[config.mk]
export PLATFORM = sky130hd
export DESIGN_NAME = lcd_bus_driver
export DESIGN_NICKNAME = d
export VERILOG_FILES = /design/src/rtl/lcd_pkg.sv /design/src/rtl/lcd_timer.sv /design/src/rtl/lcd_bus_driver.sv
export SDC_FILE = /design/constraint.sdc
export NUM_CORES = 1
export LEC_CHECK = 0
export CAP_MARGIN = 20
export CORE_MARGIN = 2
export CORE_UTILIZATION = 45
export CTS_CLUSTER_SIZE = 25
export DETAILED_ROUTE_END_ITERATION = 8
export MAX_ROUTING_LAYER = met4
export PLACE_DENSITY_LB_ADDON = 0.25
export SLEW_MARGIN = 20
export SYNTH_ARGS = -nofsm -noshare
export SYNTH_HDL_FRONTEND = slang
export SYNTH_SLANG_ARGS = --single-unit
[constraint.sdc]
create_clock -name clk -period 4.5 [get_ports clk]
set_input_delay 0.9 -clock clk [delete_from_list [all_inputs] [get_ports clk]]
set_output_delay 0.9 -clock clk [all_outputs]
set_load 0.03 [all_outputs]
[src/rtl/lcd_pkg.sv]
// Shared types and command constants for the character-LCD bus driver.
// Imported by the driver top and its timer.
package lcd_pkg;

  typedef enum logic [2:0] {
    IDLE,
    SETUP,
    PULSE_HI,
    GAP,
    PULSE_LO2,
    HOLD
  } state_t;

  localparam logic [7:0] CMD_CLEAR = 8'h01;
  localparam logic [7:0] CMD_HOME  = 8'h02;

  // Home ignores bit 0, so 0x03 is also a home command.
  function automatic logic is_long_cmd(
    input logic       rs,
    input logic [7:0] b
  );
    return !rs &&
      (b == CMD_CLEAR || b == CMD_HOME ||
       b == (CMD_HOME | 8'h01));
  endfunction

endpackage

[src/rtl/lcd_timer.sv]
// Loadable down-counter with zero flag.
// Shared by every timed state of the driver.
module lcd_timer #(
  parameter int W = 8
) (
  input  logic         clk,
  input  logic         reset,
  input  logic         load,
  input  logic [W-1:0] load_val,
  output logic         zero
);

  logic [W-1:0] count;

  always_ff @(posedge clk) begin
    if (reset)
      count <= '0;
    else if (load)
      count <= load_val;
    else if (count != '0)
      count <= count - 1'b1;
  end

  assign zero = (count == '0);

endmodule

[src/rtl/lcd_bus_driver.sv]
// HD44780 bus write engine, 8-bit or 4-bit mode.
// One byte per start/ready handshake, auto-selected post-write hold.
module lcd_bus_driver
  import lcd_pkg::*;
#(
  parameter int BUS_WIDTH   = 8,
  parameter int SETUP_CYC   = 100,
  parameter int PULSE_CYC   = 100,
  parameter int GAP_CYC     = 100,
  parameter int DELAY_SHORT = 2_500,
  parameter int DELAY_LONG  = 100_000
) (
  input  logic       clk,
  input  logic       reset,
  input  logic [7:0] data_in,
  input  logic       rs_in,
  input  logic       nibble_only,
  input  logic       start,
  output logic       ready,
  output logic       done,
  output logic [7:0] LCD_DATA,
  output logic       LCD_RS,
  output logic       LCD_RW,
  output logic       LCD_EN,
  output logic       LCD_ON,
  output logic       LCD_BLON
);

  localparam bit NARROW = (BUS_WIDTH == 4);

  localparam int M1 =
    (SETUP_CYC > PULSE_CYC) ? SETUP_CYC : PULSE_CYC;
  localparam int M2 =
    (GAP_CYC > DELAY_SHORT) ? GAP_CYC : DELAY_SHORT;
  localparam int M3 = (M1 > M2) ? M1 : M2;
  localparam int T_MAX =
    (M3 > DELAY_LONG) ? M3 : DELAY_LONG;
  localparam int CW = $clog2(T_MAX) + 1;

  // Timer counts down to zero, so loads are N-1.
  localparam logic [CW-1:0] L_SETUP = CW'(SETUP_CYC - 1);
  localparam logic [CW-1:0] L_PULSE = CW'(PULSE_CYC - 1);
  localparam logic [CW-1:0] L_GAP   = CW'(GAP_CYC - 1);
  localparam logic [CW-1:0] L_SHORT = CW'(DELAY_SHORT - 1);
  localparam logic [CW-1:0] L_LONG  = CW'(DELAY_LONG - 1);

  state_t        state, state_n;
  logic          load;
  logic [CW-1:0] load_val;
  logic          zero;
  logic          accept;
  logic [3:0]    lo_nib;
  logic          nib_q;
  logic          long_q;

  lcd_timer #(.W(CW)) u_timer (
    .clk      (clk),
    .reset    (reset),
    .load     (load),
    .load_val (load_val),
    .zero     (zero)
  );

  assign accept = (state == IDLE) && start;

  always_ff @(posedge clk) begin
    if (reset)
      state <= IDLE;
    else
      state <= state_n;
  end

  always_comb begin
    state_n  = state;
    load     = 1'b0;
    load_val = '0;
    unique case (state)
      IDLE: if (start) begin
        state_n  = SETUP;
        load     = 1'b1;
        load_val = L_SETUP;
      end
      SETUP: if (zero) begin
        state_n  = PULSE_HI;
        load     = 1'b1;
        load_val = L_PULSE;
      end
      PULSE_HI: if (zero) begin
        load = 1'b1;
        if (NARROW && !nib_q) begin
          state_n  = GAP;
          load_val = L_GAP;
        end else begin
          state_n  = HOLD;
          load_val = long_q ? L_LONG : L_SHORT;
        end
      end
      GAP: if (zero) begin
        state_n  = PULSE_LO2;
        load     = 1'b1;
        load_val = L_PULSE;
      end
      PULSE_LO2: if (zero) begin
        state_n  = HOLD;
        load     = 1'b1;
        load_val = long_q ? L_LONG : L_SHORT;
      end
      HOLD: if (zero)
        state_n = IDLE;
      default: state_n = IDLE;
    endcase
  end

  always_ff @(posedge clk) begin
    if (reset) begin
      done     <= 1'b0;
      LCD_DATA <= '0;
      LCD_RS   <= 1'b0;
      lo_nib   <= '0;
      nib_q    <= 1'b0;
      long_q   <= 1'b0;
    end else begin
      done <= (state == HOLD) && zero;
      if (accept) begin
        lo_nib   <= data_in[3:0];
        LCD_RS   <= rs_in;
        nib_q    <= NARROW && nibble_only;
        long_q   <= is_long_cmd(rs_in, data_in);
        LCD_DATA <= NARROW ?
          {data_in[7:4], 4'h0} : data_in;
      end else if (state == PULSE_HI && state_n == GAP) begin
        LCD_DATA <= {lo_nib, 4'h0};
      end
    end
  end

  always_comb begin
    ready  = (state == IDLE);
    LCD_EN = (state == PULSE_HI) ||
             (state == PULSE_LO2);
  end

  assign LCD_RW   = 1'b0;
  assign LCD_ON   = 1'b1;
  assign LCD_BLON = 1'b1;

endmodule
==> summary.md <==
| Metric | Value |
|---|---|
| Status | `finished clean` |
| Initial core utilization | `46.6%` |
| Worst Hold Class | `flip-flop to flip-flop` |
| Die height | `65.3 um` |
| Maximum root-to-sink buffer count | `2` |
| First-pass GRT wire length | `6020 um` |
| Port bufs | `23` |
| Sequential area share after synthesis | `37.8%` |
| Main synth FF type | `dfxtp_1` |
| Detailed-route DRC error count | `0` |
| DR WL/cell | `12.5 um` |
| N_diodes | `0` |
| Share of layout cells above drive strength 1 | `10.9%` |
| Cts-stage hold buffer count | `0` |
| Max-cap violations | `0` |
| CTS clk-pin slew, worst paths | `0.06 ns` |
| Critical path launch point type | `flip-flop` |
| Total clock sinks | `32` |
| Final setup fails | `0` |
| Power Density | `688 nW/um^2` |
| Initial antenna violation count | `0` |
| Final Hold Fails | `0` |
| Worst Path Required | `3.60 ns` |
| Crit path max fanout | `18` |
| # fillers | `358` |
| TNS Setup | `0 ns` |
| Die area | `4270 um^2` |
| Routability-driven placement congestion ratio | `0.838` |
| Final ANT Viol Nets | `0` |
| Area of the core | `3630 um^2` |
| Row count | `22` |
| Synth Register Bits | `32` |
| Syn Std Cell Area | `1690 um^2` |
| Critical Path End Type | `primary output` |
| EDFF count, synth | `0` |
| 1st-iter DRT viols | `118` |
| Commonest non-fill, non-tap cells in the layout | `dfxtp_1 (32), nand2_1 (25), clkdlybuf4s50_1 (23), nor2_1 (19), a21oi_1 (19)` |
| Final nets | `236` |
| Ports | `28` |
| Slew HR | `46.7%` |
| Avg Cell Area, Syn | `8.26 um^2` |
| Count of cell types in the netlist | `49` |
| Area grow syn2layout | `16.5%` |
| CTS tree | `built` |
| Clock root cell | `clkbuf_8` |
| Number of synthesis warnings | `0` |
| Router iterations before antenna repair | `7` |
| Worst-Margin Slew | `0.798 ns` |
| Vias in the first global route | `1356` |
| GRT overflow | `0` |
| Most common cell after layout, fill and taps aside | `dfxtp_1` |
| Max Clk Rate | `0.324 GHz` |
| Hold WS | `0.453 ns` |
| FF+latch area | `641 um^2` |
| Pleak | `0.746 nW` |
| Largest net degree at the start of global routing | `22` |
| Fin crit share | `68.6%` |
| RSZ-0062 raised after global routing | `false` |
| Die width | `65.3 um` |
| Fin crit period | `3.09 ns` |
| Post-cts resize count | `0` |
| Multi-input gate area | `952 um^2` |
| Cts bufs inserted | `5` |
| Worst EP arrival | `2.19 ns` |
| Post-DP HPWL | `2450 um` |
| Gate count of the mapped netlist | `205` |
| Crit path kind | `flip-flop to primary output` |
| Max Slew Vio Count | `0` |
| Ys async rst share | `0%` |
| Worst skew pair latency | `0.27 ns` |
| Post-CTS Setup Bufs | `0` |
| Gr usage total | `18.1%` |
| Vias per inst | `5.38` |
| H-Tree Depth | `2` |
| VDD IR-drop max | `0.000324 V` |
| Layout Skew | `0.00364 ns` |
| WL final | `3360 um` |
| Via total after detailed routing | `1447` |
## registers in the layout, indices dropped and copies added (netlist names)
signal         count
u_timer.count     18
LCD_DATA           8
state              3
long_q             1
LCD_RS             1
done               1
## cells by family (layout without fill, tap and decap cells)
logic type               count (synthesis)  after routing  share of synthesized area, %
XOR/XNOR                                15             15                          7.76
adder cells (fa/ha/maj)                  2              2                          1.48
AND/OR/NAND/NOR                         87             87                          27.5
other                                    2              3                         0.444
multiplexers                             3              3                          1.92
AO/OA/AOI/OAI                           46             46                          16.9
flip-flops                              32             32                          37.8
buffers and inverters                   18             33                          6.13
## worst max-delay path, stage by stage, from the launching register on
cell and delay, ns:
dfxtp_1 0.65, nor2b_1 0.28, nor2b_1 0.10, nor2_1 0.19, clkdlybuf4s50_1 0.70
## final timing paths
check	start	slack, ns	endpoint	cells past startpoint
setup / recovery	state[2]	1.41	LCD_EN	4
hold / removal	LCD_DATA[1]	0.45	LCD_DATA[1]	2
setup reg to reg	u_timer.count[15]	2.07	u_timer.count[16]	5
hold reg to reg	LCD_DATA[1]	0.45	LCD_DATA[1]	2
## synthesized netlist by cell type, drive strengths merged (2+ instances only)
| cell type | n | area share, % |
|---|---|---|
| dfxtp | 32 | 38 |
| nand2 | 25 | 5.5 |
| nor2 | 20 | 4.6 |
| a21oi | 19 | 5.6 |
| o21ai | 10 | 3.0 |
| nor4 | 9 | 3.7 |
| clkbuf | 8 | 2.0 |
| xnor2 | 8 | 4.1 |
| nand3 | 7 | 2.1 |
| xor2 | 7 | 3.6 |
| buf | 6 | 3.0 |
| nor3 | 5 | 1.5 |
| a21o | 3 | 1.6 |
| a31oi | 3 | 1.1 |
| inv | 3 | 0.67 |
| nand2b | 3 | 1.1 |
| or2 | 3 | 1.1 |
| or3 | 3 | 1.2 |
| conb | 2 | 0.44 |
| ha | 2 | 1.5 |
| mux2 | 2 | 1.3 |
| nor2b | 2 | 0.74 |
| nor3b | 2 | 0.89 |
| or3b | 2 | 1.0 |
| or4 | 2 | 1.1 |
## per-layer routing
layer	routed length [um]	vias to the layer above	track usage, %
met2	1540	28	28.6
met4	17	0	4.69
met3	128	2	4.11
met5	0	-	-
met1	1670	670	23.7
li1	-	747	-
## final cells by class
type                            count  share of cell area [%]
Clock inverter                      1                   0.254
Inverter                            3                   0.571
Tap cell                           48                    3.05
Sequential cell                    32                    32.5
Clock buffer                        6                    3.68
Timing Repair Buffer               23                    11.7
Multi-Input combinational cell    156                    48.3
## power by group
part,internal [mW],leakage (nW),total (mW),switching [mW]
logic,0.318,0.443,0.711,0.393
registers,0.365,0.262,0.449,0.0846
clock network,0.105,0.0410,0.196,0.0914
total,0.788,0.746,1.36,0.569
## metrics by stage
step / instance area [um^2] / worst slack [ns] / instances / total power, mW / util [%]
2_1_floorplan: 1700 / 2.32 / 206 / 1.03 / -
3_3_place_gp: 1890 / 1.41 / 262 / 1.15 / 52.1
3_5_place_dp: 1890 / 1.40 / 262 / 1.16 / 52.1
4_1_cts: 1970 / 1.44 / 269 / 1.36 / 54.3
5_1_grt: 1970 / 1.23 / 269 / 1.48 / 54.3
6_report: 1970 / 1.41 / 269 / 1.36 / 54.3
(Power assumes the default switching activity.)
